**src/rtl/mips32_prog_loader_if.sv**
```systemverilog
// Stream-in and instruction-memory write signals of the MIPS32 program loader.
// master = stream source / memory sink side, slave = the loader itself.
interface mips32_prog_loader_if #(
  parameter int ADDR_W = 10
);
  // Handshake: a word transfers on a rising clk1 edge where s_valid and s_ready
  // are both 1; s_ready never depends combinationally on s_valid.
  logic              s_valid;
  logic [31:0]       s_data;
  logic              s_last;
  logic              s_ready;
  logic              imem_we;
  logic [ADDR_W-1:0] imem_addr;
  logic [31:0]       imem_wdata;

  modport master (
    output s_valid, s_data, s_last,
    input  s_ready, imem_we, imem_addr, imem_wdata
  );

  modport slave (
    input  s_valid, s_data, s_last,
    output s_ready, imem_we, imem_addr, imem_wdata
  );
endinterface

```
**src/rtl/mips32_prog_loader.sv**
```systemverilog
// Streams a program into instruction memory, pads it with HALT_WORD, then releases the CPU.
// Optional feature macro: LOADER_CHECKSUM_EN (XOR checksum of accepted words).
module mips32_prog_loader #(
  parameter int          DEPTH     = 1024,
  parameter int          ADDR_W    = 10,
  parameter logic [31:0] HALT_WORD = 32'hFC000000
) (
  input  logic                 clk1,
  input  logic                 rst,
  input  logic                 load_start,
  mips32_prog_loader_if.slave  bus,
  output logic                 busy,
  output logic                 cpu_run,
  output logic [ADDR_W:0]      word_count,
  output logic                 overflow,
  output logic [31:0]          checksum,
  output logic [1:0]           dbg_state
);

  typedef enum logic [1:0] {
    S_IDLE = 2'd0,
    S_LOAD = 2'd1,
    S_FILL = 2'd2,
    S_DONE = 2'd3
  } state_t;

  // The pointer is one bit wider than the address so it can reach DEPTH
  // ("everything scheduled") instead of wrapping back to 0.
  localparam logic [ADDR_W:0] PTR_END  = (ADDR_W+1)'(DEPTH);
  localparam logic [ADDR_W:0] PTR_LAST = (ADDR_W+1)'(DEPTH - 1);

  state_t            r_state;
  state_t            w_next;
  logic [ADDR_W:0]   r_ptr;
  logic [ADDR_W:0]   r_word_count;
  logic              r_overflow;
  logic              r_we;
  logic [ADDR_W-1:0] r_addr;
  logic [31:0]       r_wdata;
  logic              w_start;
  logic              w_ready;
  logic              w_accept;
  logic              w_fill_wr;

  assign w_start   = load_start && ((r_state == S_IDLE) || (r_state == S_DONE));
  assign w_ready   = (r_state == S_LOAD) && (r_ptr != PTR_END);
  assign w_accept  = w_ready && bus.s_valid;
  assign w_fill_wr = (r_state == S_FILL) && (r_ptr != PTR_END);

  always_ff @(posedge clk1 or posedge rst) begin
    if (rst) r_state <= S_IDLE;
    else     r_state <= w_next;
  end

  // Writes are registered, so LOAD/FILL are held until the last write has been
  // presented; DONE therefore never overlaps an imem_we cycle.
  always_comb begin
    w_next = r_state;
    case (r_state)
      S_IDLE: if (load_start) w_next = S_LOAD;
      S_LOAD: begin
        if (r_ptr == PTR_END)
          w_next = S_DONE;
        else if (w_accept && bus.s_last && (r_ptr != PTR_LAST))
          w_next = S_FILL;
      end
      S_FILL: if (r_ptr == PTR_END) w_next = S_DONE;
      S_DONE: if (load_start) w_next = S_LOAD;
      default: w_next = S_IDLE;
    endcase
  end

  always_ff @(posedge clk1 or posedge rst) begin
    if (rst) begin
      r_ptr        <= '0;
      r_word_count <= '0;
      r_overflow   <= 1'b0;
      r_we         <= 1'b0;
      r_addr       <= '0;
      r_wdata      <= '0;
    end else begin
      r_we <= 1'b0;
      if (w_start) begin
        r_ptr        <= '0;
        r_word_count <= '0;
        r_overflow   <= 1'b0;
      end else if (w_accept) begin
        r_we         <= 1'b1;
        r_addr       <= r_ptr[ADDR_W-1:0];
        r_wdata      <= bus.s_data;
        r_ptr        <= r_ptr + 1'b1;
        r_word_count <= r_word_count + 1'b1;
        if (!bus.s_last && (r_ptr == PTR_LAST))
          r_overflow <= 1'b1;
      end else if (w_fill_wr) begin
        r_we    <= 1'b1;
        r_addr  <= r_ptr[ADDR_W-1:0];
        r_wdata <= HALT_WORD;
        r_ptr   <= r_ptr + 1'b1;
      end
    end
  end

`ifdef LOADER_CHECKSUM_EN
  logic [31:0] r_checksum;

  always_ff @(posedge clk1 or posedge rst) begin
    if (rst)           r_checksum <= '0;
    else if (w_start)  r_checksum <= '0;
    else if (w_accept) r_checksum <= r_checksum ^ bus.s_data;
  end

  assign checksum = r_checksum;
`else
  assign checksum = '0;
`endif

  assign bus.s_ready    = w_ready;
  assign bus.imem_we    = r_we;
  assign bus.imem_addr  = r_addr;
  assign bus.imem_wdata = r_wdata;
  assign busy           = (r_state == S_LOAD) || (r_state == S_FILL);
  assign cpu_run        = (r_state == S_DONE);
  assign word_count     = r_word_count;
  assign overflow       = r_overflow;
  assign dbg_state      = r_state;

endmodule
```
**src/flat_wrapper.sv**
```systemverilog
// flat-port wrapper written by rule: the top's interface ports become plain ports
module mips32_prog_loader_flat 
#(
  parameter int          DEPTH     = 1024,
  parameter int          ADDR_W    = 10,
  parameter logic [31:0] HALT_WORD = 32'hFC000000
)
  (clk1, rst, load_start, busy, cpu_run, word_count, overflow, checksum, dbg_state, bus_s_valid, bus_s_data, bus_s_last, bus_s_ready, bus_imem_we, bus_imem_addr, bus_imem_wdata);
  mips32_prog_loader_if #(.ADDR_W(ADDR_W)) bus_i ();
  input  logic clk1;
  input  logic rst;
  input  logic load_start;
  output logic busy;
  output logic cpu_run;
  output logic [ADDR_W:0] word_count;
  output logic overflow;
  output logic [31:0] checksum;
  output logic [1:0] dbg_state;
  input wire logic [$bits(bus_i.s_valid)-1:0] bus_s_valid;
  input wire logic [$bits(bus_i.s_data)-1:0] bus_s_data;
  input wire logic [$bits(bus_i.s_last)-1:0] bus_s_last;
  output wire logic [$bits(bus_i.s_ready)-1:0] bus_s_ready;
  output wire logic [$bits(bus_i.imem_we)-1:0] bus_imem_we;
  output wire logic [$bits(bus_i.imem_addr)-1:0] bus_imem_addr;
  output wire logic [$bits(bus_i.imem_wdata)-1:0] bus_imem_wdata;
  assign bus_i.s_valid = bus_s_valid;
  assign bus_i.s_data = bus_s_data;
  assign bus_i.s_last = bus_s_last;
  assign bus_s_ready = bus_i.s_ready;
  assign bus_imem_we = bus_i.imem_we;
  assign bus_imem_addr = bus_i.imem_addr;
  assign bus_imem_wdata = bus_i.imem_wdata;
  mips32_prog_loader #(.DEPTH(DEPTH), .ADDR_W(ADDR_W), .HALT_WORD(HALT_WORD)) u_core (.clk1(clk1), .rst(rst), .load_start(load_start), .bus(bus_i), .busy(busy), .cpu_run(cpu_run), .word_count(word_count), .overflow(overflow), .checksum(checksum), .dbg_state(dbg_state));
endmodule
```
**config.mk**
```make
export PLATFORM = sky130hd
export DESIGN_NAME = mips32_prog_loader_flat
export DESIGN_NICKNAME = d
export VERILOG_FILES = /design/src/rtl/mips32_prog_loader_if.sv /design/src/rtl/mips32_prog_loader.sv /design/src/flat_wrapper.sv
export SDC_FILE = /design/constraint.sdc
export NUM_CORES = 1
export LEC_CHECK = 0
export ABC_AREA = 1
export ABC_CLOCK_PERIOD_IN_PS = 3300
export CORE_ASPECT_RATIO = 0.9
export CORE_MARGIN = 2
export CORE_UTILIZATION = 46
export DETAILED_ROUTE_END_ITERATION = 8
export PLACE_DENSITY = 0.81
export SETUP_SLACK_MARGIN = 0.15
export SLEW_MARGIN = 15
export SYNTH_ARGS = -nofsm -noshare
export SYNTH_HDL_FRONTEND = slang
export SYNTH_SLANG_ARGS = --single-unit
```
**constraint.sdc**
```tcl
create_clock -name clk1 -period 3.3 [get_ports clk1]
set_clock_uncertainty 0.1 [all_clocks]
set_input_delay 0.825 -clock clk1 [delete_from_list [all_inputs] [get_ports clk1]]
set_output_delay 0.825 -clock clk1 [all_outputs]
set_load 0.02 [all_outputs]
```
* Word-level counts from Yosys, hierarchy flattened
Index checks and enable logic that the tools add are counted.
** Storage, ports and cells
- Register bits :: 68
- Output and inout port bits :: 92
- Word-level logic and storage cells :: 59
- Input port bits :: 37
** Cells by class
- Mux-type cells :: 20
- Eq/ne operators :: 10
- Bitwise operators :: 1
- Reduce and logical (&&, ||, !) cells :: 19
- Add/sub/neg operators :: 2
** Operator list (number)
- $mux 32 :: 2
- $mux 11 :: 5
- $add 11x1->11 const B :: 2
- $mux 10 :: 2
- $eq 11x10->1 const B :: 1
- $eq 11x11->1 const B :: 1
- $ne 11x10->1 const B :: 1
- $ne 11x11->1 const B :: 1
- $mux 2 :: 4
- $logic_and 1x1->1 :: 7
- $mux 1 :: 6
- $pmux 2 s3 :: 1
- $reduce_bool 2->1 :: 3
- $eq 2x2->1 const B :: 2
- $ne 2x1->1 const B :: 2
- $reduce_and 2->1 :: 2
- $ne 3x3->1 const B :: 1
- $reduce_and 3->1 :: 1
- $reduce_bool 3->1 :: 1
- $eq 2x1->1 const B :: 1
- $logic_not 2->1 :: 1
- $logic_or 1x1->1 :: 2
- $reduce_or 2->1 :: 1
- $logic_not 1->1 :: 1
- $not 1->1 :: 1

* Longest topological paths before layout
Gate-level depths: netlist of the first run.
- Word-level depth :: 8
- Mapped depth :: 11

* Least setup slack after synthesis of the first run
OpenSTA, ideal clock, no wires.
- Path kind :: register to output
- From :: register u_core.r_state[1], in the netlist u_core.dbg_state[1]
- To :: output bus_s_ready
- Stages on the path, launching flop included :: 5
- Data arrival time :: 1.583 ns
- Path slack :: 0.792 ns
- Path through :: dfrtp_1 > inv_1 > ha_1 > clkbuf_1 > a21boi_0
** Between the ends
- Longest elaborated chain between the ends :: 2
** Ends and longest elaborated chain
- start: declaration :: RTL line mips32_prog_loader.sv:32 : state_t r_state;
- start signal: assignment :: RTL line mips32_prog_loader.sv:52 : else r_state <= w_next;
- $eq 2x1->1 :: RTL line mips32_prog_loader.sv:46 : assign w_ready = (r_state == S_LOAD) && (r_ptr != PTR_END);
- $logic_and 1x1->1 :: RTL line mips32_prog_loader.sv:46
- end: declaration :: RTL line flat_wrapper.sv:22 : output wire logic [$bits(bus_i.s_ready)-1:0] bus_s_ready;
Every way passes these cells.

* Final worst setup path of the first run
- From :: register u_core.r_ptr[0]
- To :: output bus_s_ready
** Between the ends
- Longest elaborated chain between the ends :: 2
** Ends and longest elaborated chain
- start: declaration :: RTL line mips32_prog_loader.sv:34 : logic [ADDR_W:0] r_ptr;
- start signal: assignment :: RTL line mips32_prog_loader.sv:91 : r_ptr <= r_ptr + 1'b1;
- start signal: assignment :: RTL line mips32_prog_loader.sv:99 : r_ptr <= r_ptr + 1'b1;
- $ne 11x11->1 :: RTL line mips32_prog_loader.sv:46
- $logic_and 1x1->1 :: RTL line mips32_prog_loader.sv:46
Every way passes these cells.

==> metrics.csv, run 1 <==
stage,metric,value,unit
status,outcome,completed,
synth,"Seq/Total Area, Yosys",46.2,%
clock_tree,Inserted Clock Buffers,9,
synth,prevailing post-synth register cell,dfrtp_1,
synth,Avg Inst Size Synth,7.90,sq um
setup_path,reg2reg start,u_core.dbg_state[0],
routing,Routed Antenna Nets,0,
cells_and_area,sequential cell area,1700,sq um
cells_and_area,Area growth syn-to-layout,29.4,%
setup_path,worst setup path start,u_core.r_ptr[0],
setup_path,crit path to,bus_s_ready,
setup_path,"reg-to-reg slack, setup",1.12,ns
setup_path,worst path cell trace,inv_1 -> ha_1 -> nand2_1 -> nor2_2 -> a21boi_0 -> clkdlybuf4s50_1,
synth,synthesized area,3680,sq um
cells_and_area,Inserted Diodes,0,
placed_design,Port Buffers,96,
cells_and_area,most frequent cells in the layout,"nand2_1, clkdlybuf4s50_1, dfrtp_1",
timing,crit share post-route,89.9,%
synth,Yosys reg bits,68,
setup_path,critical path class,reg -> out,
power_and_ir_drop,Cell Pwr Density,796,nW/um^2
global_route,largest net degree at the start of global routing,46,
hold_path,Hold Crit Class,reg -> reg,
global_route,vias in the first global route,3064,
clock_tree,Worst-Skew Late Latency,0.34,ns
cells_and_area,Multi-input gate area,1620,sq um
cells_and_area,post-route cell area,4760,sq um
cells_and_area,Fillers,630,
synth,number of synthesized flops with an enable pin,0,
timing,Slew HR,59.7,%
timing,final hold viol count,0,
setup_path,reg-to-reg critical path endpoint,u_core.bus.imem_wdata[6],
timing,final setup violation count,0,
die,die area,8730,sq um
die,core area,7660,sq um
clock_tree,CTS Root Cell,clkbuf_8,
timing,RSZ-0062 raised after global routing,false,
clock_tree,clock net sink count,68,
placed_design,GP Congestion,0.899,
die,die height,88.9,microns
setup_path,Max stage delay on crit path,0.65,ns
synth,synth unique cells,27,
die,io pins,129,
global_route,GRT Residual Overflow,0,
setup_path,CP Max Fanout,5,
cells_and_area,layout cell share with drive strength beyond 1,5.69,%
setup_path,CP Capture Type,output port,
power_and_ir_drop,Lkg Pwr,2.40,nW
routing,DRC errors left,0,
synth,synth warn,0,
routing,first-pass detailed-route iteration total,4,
timing,max-slew violations,0,
die,Site Rows,30,
global_route,total track usage,20.1,%
clock_tree,CTS tree,built,
routing,routed wire length,8570,microns
timing,Fin Setup TNS,0,ns
setup_path,CP max stage cell,clkdlybuf4s50_1,
routing,vias per cell,4.88,
setup_path,Arrival @ worst endpoint,2.04,ns
power_and_ir_drop,maximum VDD drop,0.316,mV
clock_tree,Post-CTS Setup Inserts,0,
timing,fmax,337,MHz
clock_tree,clock buffer depth,2,
die,initial core utilization,48.1,%
routing,via count,3212,
cells_and_area,"most common cell after layout, fill and taps aside",nand2_1,
setup_path,R2R depth,7,
timing,Final min period,2.97,ns
placed_design,HPWL Detailed,6110,microns
routing,DR WL/cell,13.0,microns
setup_path,type of origin of the critical path,register,
die,Die X,98.3,microns
routing,drt first-iter violations,155,
placed_design,dpl cell area,4550,sq um
cells_and_area,Final #Nets,601,
global_route,first-pass GRT wire length,14300,microns
timing,slew of the pin with the lowest slew margin,0.604,ns
synth,Gate Count Post-Synth,466,
clock_tree,H-tree level count,3,
setup_path,WP data required,2.37,ns
global_route,initial antenna violation count,0,
clock_tree,Clock transition at path regs,0.08,ns
synth,asr flop ratio synth,100,%
job,max_cap viols,0,
power breakdown:
group          leakage, nW  switching [mW]  internal, mW
Clock                0.106           0.320         0.391
Sequential           0.898           0.166          1.07
Combinational         1.40            1.15         0.700
worst min path at each step:
stage / start / endpoint / slack, ns / depth (start not counted)
final: u_core.bus.imem_wdata[10] / u_core.bus.imem_wdata[10] / 0.37 / 2
after global routing: u_core.bus.imem_wdata[27] / u_core.bus.imem_wdata[27] / 0.41 / 2
after CTS: u_core.bus.imem_wdata[26] / u_core.bus.imem_wdata[26] / 0.38 / 2
after detailed placement: u_core.bus.imem_wdata[19] / u_core.bus.imem_wdata[19] / 0.36 / 2
after global placement: u_core.bus.imem_wdata[23] / u_core.bus.imem_wdata[23] / 0.35 / 2
after floorplan: u_core.r_ptr[10] / u_core.r_ptr[10] / 0.44 / 2
worst max-delay path: cells and delay by family, from the launching register on:
kind / cells / cell delay [ns]
flip-flops: 1 / 0.43
AO/OA/AOI/OAI: 1 / 0.22
AND/OR/NAND/NOR: 2 / 0.13
buffers and inverters: 2 / 0.73
adder cells (fa/ha/maj): 1 / 0.20
per-stage QoR:
step	instances	setup WS [ns]	hold slack (ns)	power (mW)	utilization (%)
after floorplan	497	0.663	0.436	2.45	-
after global placement	642	0.656	0.353	3.05	59.4
after detailed placement	642	0.604	0.358	3.10	59.4
after CTS	658	0.238	0.376	3.82	62.2
after global routing	658	0.206	0.408	4.06	62.2
final	658	0.332	0.372	3.79	62.2
synth_stat cells, types with 2 or more instances:
| library cell | number | area [sq um] |
|---|---|---|
| buf_6 | 5 | 56.3 |
| nand3b_1 | 5 | 37.5 |
| xnor2_1 | 2 | 17.5 |
| inv_1 | 32 | 120 |
| nand2_1 | 188 | 706 |
| buf_4 | 32 | 240 |
| nand4_1 | 22 | 138 |
| nor2_1 | 24 | 90.1 |
| nand3_1 | 35 | 175 |
| o21ai_0 | 7 | 35.0 |
| nand2_2 | 2 | 12.5 |
| nand2_4 | 4 | 45.0 |
| xor2_1 | 9 | 78.8 |
| ha_1 | 7 | 87.6 |
| dfrtp_1 | 68 | 1700 |
| buf_2 | 8 | 40.0 |
| clkbuf_1 | 6 | 22.5 |
metal layers:
metal	vias up	part of all wire, %	routed length [microns]	GRT usage, %
li1	1585	-	-	-
met1	1500	45	3860	26.8
met2	115	47	4050	33.2
met3	12	6.0	511	3.55
met4	0	1.7	146	8.09
met5	-	0	0	0
registers in the layout (all words and copies together) (netlist names):
signal and cells:
u_core.bus.imem_we 1, u_core.dbg_state 2, u_core.word_count 11, u_core.r_ptr 11
u_core.bus.imem_wdata 32, u_core.overflow 1, u_core.bus.imem_addr 10
area by class of cell:
class	instances	share of cell area (%)
flip-flops and latches	68	35.7
clock buffers	11	3.18
multi-input cells	345	33.9
clock inverters	5	1.26
inverters	33	2.60
well taps	96	2.52
repair buffers	100	20.8
cells by family after synthesis:
kind of cell               share of synthesized area [%]
AOI/OAI and AO/OA                                   1.50
xor gates and xnor gates                            2.62
adders and majority gates                           2.38
buffers and inverters                               13.1
DFF                                                 46.2
other                                              0.102
and+or+nand+nor                                     34.1
repair_timing:
action,4_1_cts,5_1_grt
resized for setup,0,1
setup endpoints to repair,0,1
hold buffers,0,0
Note: power is estimated with default switching activity, not from simulation.
==> run 2, diff against run 1 <==
- CELL_PAD_IN_SITES_DETAIL_PLACEMENT: unset -> 0
- CELL_PAD_IN_SITES_GLOBAL_PLACEMENT: unset -> 1
- CORE_UTILIZATION: 46 -> 32
- PLACE_DENSITY: 0.81 -> unset
- PLACE_DENSITY_LB_ADDON: unset -> 0.1
==> run 2 against run 1 <==
Against the previous run:
- clock power rose by 42%
- register-to-register slack got worse by 0.02 ns
- total power rose by 8.7%
- largest power group unchanged
==> metrics.csv, run 2 (synthesized netlist as in run 1, its figures left out) <==
stage,metric,value,unit,change
die,die area,12400,sq um,was 8730 sq um
setup_path,R2R depth,7,,unchanged
timing,RSZ-0062 raised after global routing,false,,unchanged
clock_tree,Post-CTS Setup Inserts,0,,unchanged
setup_path,WP data required,2.37,ns,about the same
hold_path,Hold Crit Class,reg -> reg,,unchanged
clock_tree,Worst-Skew Late Latency,0.33,ns,was 0.34 ns
setup_path,"reg-to-reg slack, setup",1.10,ns,was 1.12 ns
routing,routed wire length,9270,microns,was 8570 microns
routing,first-pass detailed-route iteration total,4,,unchanged
global_route,first-pass GRT wire length,14700,microns,was 14300 microns
setup_path,Arrival @ worst endpoint,2.07,ns,was 2.04 ns
clock_tree,H-tree level count,3,,unchanged
clock_tree,Inserted Clock Buffers,9,,unchanged
hold_path,Hold Path Sink,u_core.bus.imem_wdata[29],,was u_core.bus.imem_wdata[10]
setup_path,Max stage delay on crit path,0.65,ns,about the same
clock_tree,"Hold-fix buffers, CTS",0,,unchanged
global_route,largest net degree at the start of global routing,46,,unchanged
setup_path,CP Max Fanout,8,,was 5
die,Site Rows,37,,was 30
timing,final setup violation count,0,,unchanged
cells_and_area,"most common cell after layout, fill and taps aside",nand2_1,,unchanged
cells_and_area,Area growth syn-to-layout,34.2,%,was 29.4%
clock_tree,CTS Root Cell,clkbuf_16,,was clkbuf_8
timing,fmax,333,MHz,was 337 MHz
routing,DRC errors left,0,,unchanged
timing,slew of the pin with the lowest slew margin,0.630,ns,was 0.604 ns
die,die height,106,microns,was 88.9 microns
power_and_ir_drop,Lkg Pwr,2.45,nW,was 2.40 nW
hold_path,Hold Crit Depth,2,,unchanged
die,Die X,117,microns,was 98.3 microns
cells_and_area,Fillers,1177,,was 630
die,initial core utilization,32.5,%,was 48.1%
setup_path,critical path class,reg -> out,,unchanged
setup_path,worst path cell trace,inv_1 -> ha_2 -> a21boi_0 -> clkdlybuf4s50_1,,was inv_1 -> ha_1 -> nand2_1 -> nor2_2 -> a21boi_0 -> clkdlybuf4s50_1
routing,via count,3130,,was 3212
timing,Slew HR,57.9,%,was 59.7%
placed_design,dpl cell area,4630,sq um,was 4550 sq um
setup_path,type of origin of the critical path,register,,unchanged
cells_and_area,post-route cell area,4940,sq um,was 4760 sq um
routing,DR WL/cell,12.9,microns,was 13.0 microns
global_route,initial antenna violation count,0,,unchanged
routing,vias per cell,4.36,,was 4.88
cells_and_area,Inserted Diodes,0,,unchanged
placed_design,HPWL Detailed,6370,microns,was 6110 microns
cells_and_area,Final #Nets,602,,was 601
timing,final hold viol count,0,,unchanged
placed_design,Port Buffers,96,,unchanged
timing,max-slew violations,0,,unchanged
routing,Routed Antenna Nets,0,,unchanged
timing,Fin Setup TNS,0,ns,unchanged
timing,Final min period,3.00,ns,was 2.97 ns
setup_path,CP max stage cell,clkdlybuf4s50_1,,unchanged
global_route,GRT Residual Overflow,0,,unchanged
clock_tree,CTS tree,built,,unchanged
power_and_ir_drop,maximum VDD drop,0.394,mV,was 0.316 mV
die,io pins,129,,unchanged
global_route,vias in the first global route,2863,,was 3064
global_route,total track usage,15.1,%,was 20.1%
clock_tree,Clock transition at path regs,0.06,ns,was 0.08 ns
setup_path,CP Capture Type,output port,,unchanged
timing,crit share post-route,90.9,%,was 89.9%
power_and_ir_drop,Cell Pwr Density,834,nW/um^2,was 796 nW/um^2
cells_and_area,Largest register FFs,32,,unchanged
routing,drt first-iter violations,189,,was 155
cells_and_area,most frequent cells in the layout,"nand2_1, clkdlybuf4s50_1, dfrtp_1",,unchanged
setup_path,reg2reg start,u_core.dbg_state[0],,unchanged
setup_path,reg-to-reg critical path endpoint,u_core.bus.imem_addr[3],,was u_core.bus.imem_wdata[6]
clock_tree,clock buffer depth,2,,unchanged
die,core area,11300,sq um,was 7660 sq um
hold_path,Hold Path Origin,u_core.bus.imem_wdata[29],,was u_core.bus.imem_wdata[10]
cells_and_area,layout cell share with drive strength beyond 1,5.52,%,was 5.69%
cells_and_area,sequential cell area,1700,sq um,unchanged
clock_tree,clock net sink count,68,,unchanged
cells_and_area,Multi-input gate area,1620,sq um,unchanged
status,outcome,completed,,unchanged
placed_design,GP Congestion,0.745,,was 0.899
job,max_cap viols,0,,unchanged
-- run 2: cell types whose count changed in the layout (fill, tap and decap cells not counted) --
| cell | delta |
|---|---|
| clkbuf_8 | -11 |
| clkbuf_16 | +9 |
| clkinv_4 | -2 |
| buf_4 | +1 |
| bufinv_16 | +1 |
| clkbuf_1 | +1 |
| clkinv_2 | +1 |
-- run 2: final cells by class --
class                           instances  area share (%)
Clock buffer                           10            4.63
Inverter                               33            2.51
Timing Repair Buffer                  101            20.2
Tap cell                              156            3.95
Clock inverter                          5            1.57
Multi-Input combinational cell        345            32.7
Sequential cell                        68            34.4
-- run 2: how the worst max path moves through the flow --
stage | from | depth (start not counted) | endpoint
detailed placement | bus_s_valid | 5 | u_core.bus.imem_wdata[6]
global route | u_core.r_ptr[0] | 6 | bus_s_ready
floorplan | rst | 1 | u_core.bus.imem_addr[0]
CTS | u_core.dbg_state[1] | 4 | bus_s_ready
finish | u_core.dbg_state[1] | 4 | bus_s_ready
global placement | bus_s_valid | 5 | u_core.bus.imem_wdata[5]
-- run 2: stage by stage --
| stage | instances | power (mW) | hold WS [ns] | setup slack, ns | util (%) |
|---|---|---|---|---|---|
| floorplan | 497 | 2.45 | 0.436 | 0.663 | - |
| global placement | 703 | 3.13 | 0.353 | 0.539 | 40.8 |
| detailed placement | 703 | 3.15 | 0.358 | 0.554 | 40.8 |
| CTS | 718 | 4.18 | 0.372 | 0.204 | 43.5 |
| global route | 718 | 4.42 | 0.390 | 0.198 | 43.6 |
| finish | 718 | 4.12 | 0.366 | 0.301 | 43.6 |
-- run 2: metal layers --
layer	up-vias	GRT usage [%]	routed length, microns
li1	1588	-	-
met1	1436	21.9	4660
met2	97	22.4	4010
met3	9	4.14	509
met4	0	3.78	84
met5	-	0	0
-- run 2: critical path, delay by kind of cell, from the launching register on --
family	cells	cell delay [ns]
adders and majority gates	1	0.28
DFF	1	0.42
buffers and inverters	2	0.75
AOI/OAI and AO/OA	1	0.28
-- run 2: power by group --
part | switching (mW) | internal [mW]
logic | 1.18 | 0.700
clock network | 0.354 | 0.655
registers | 0.165 | 1.07
total | 1.70 | 2.42
-- run 2: timing repair --
item / 4_1_cts / 5_1_grt
hold endpoints to repair: 0 / 0
resized for setup: 0 / 1
setup endpoints to repair: 0 / 1
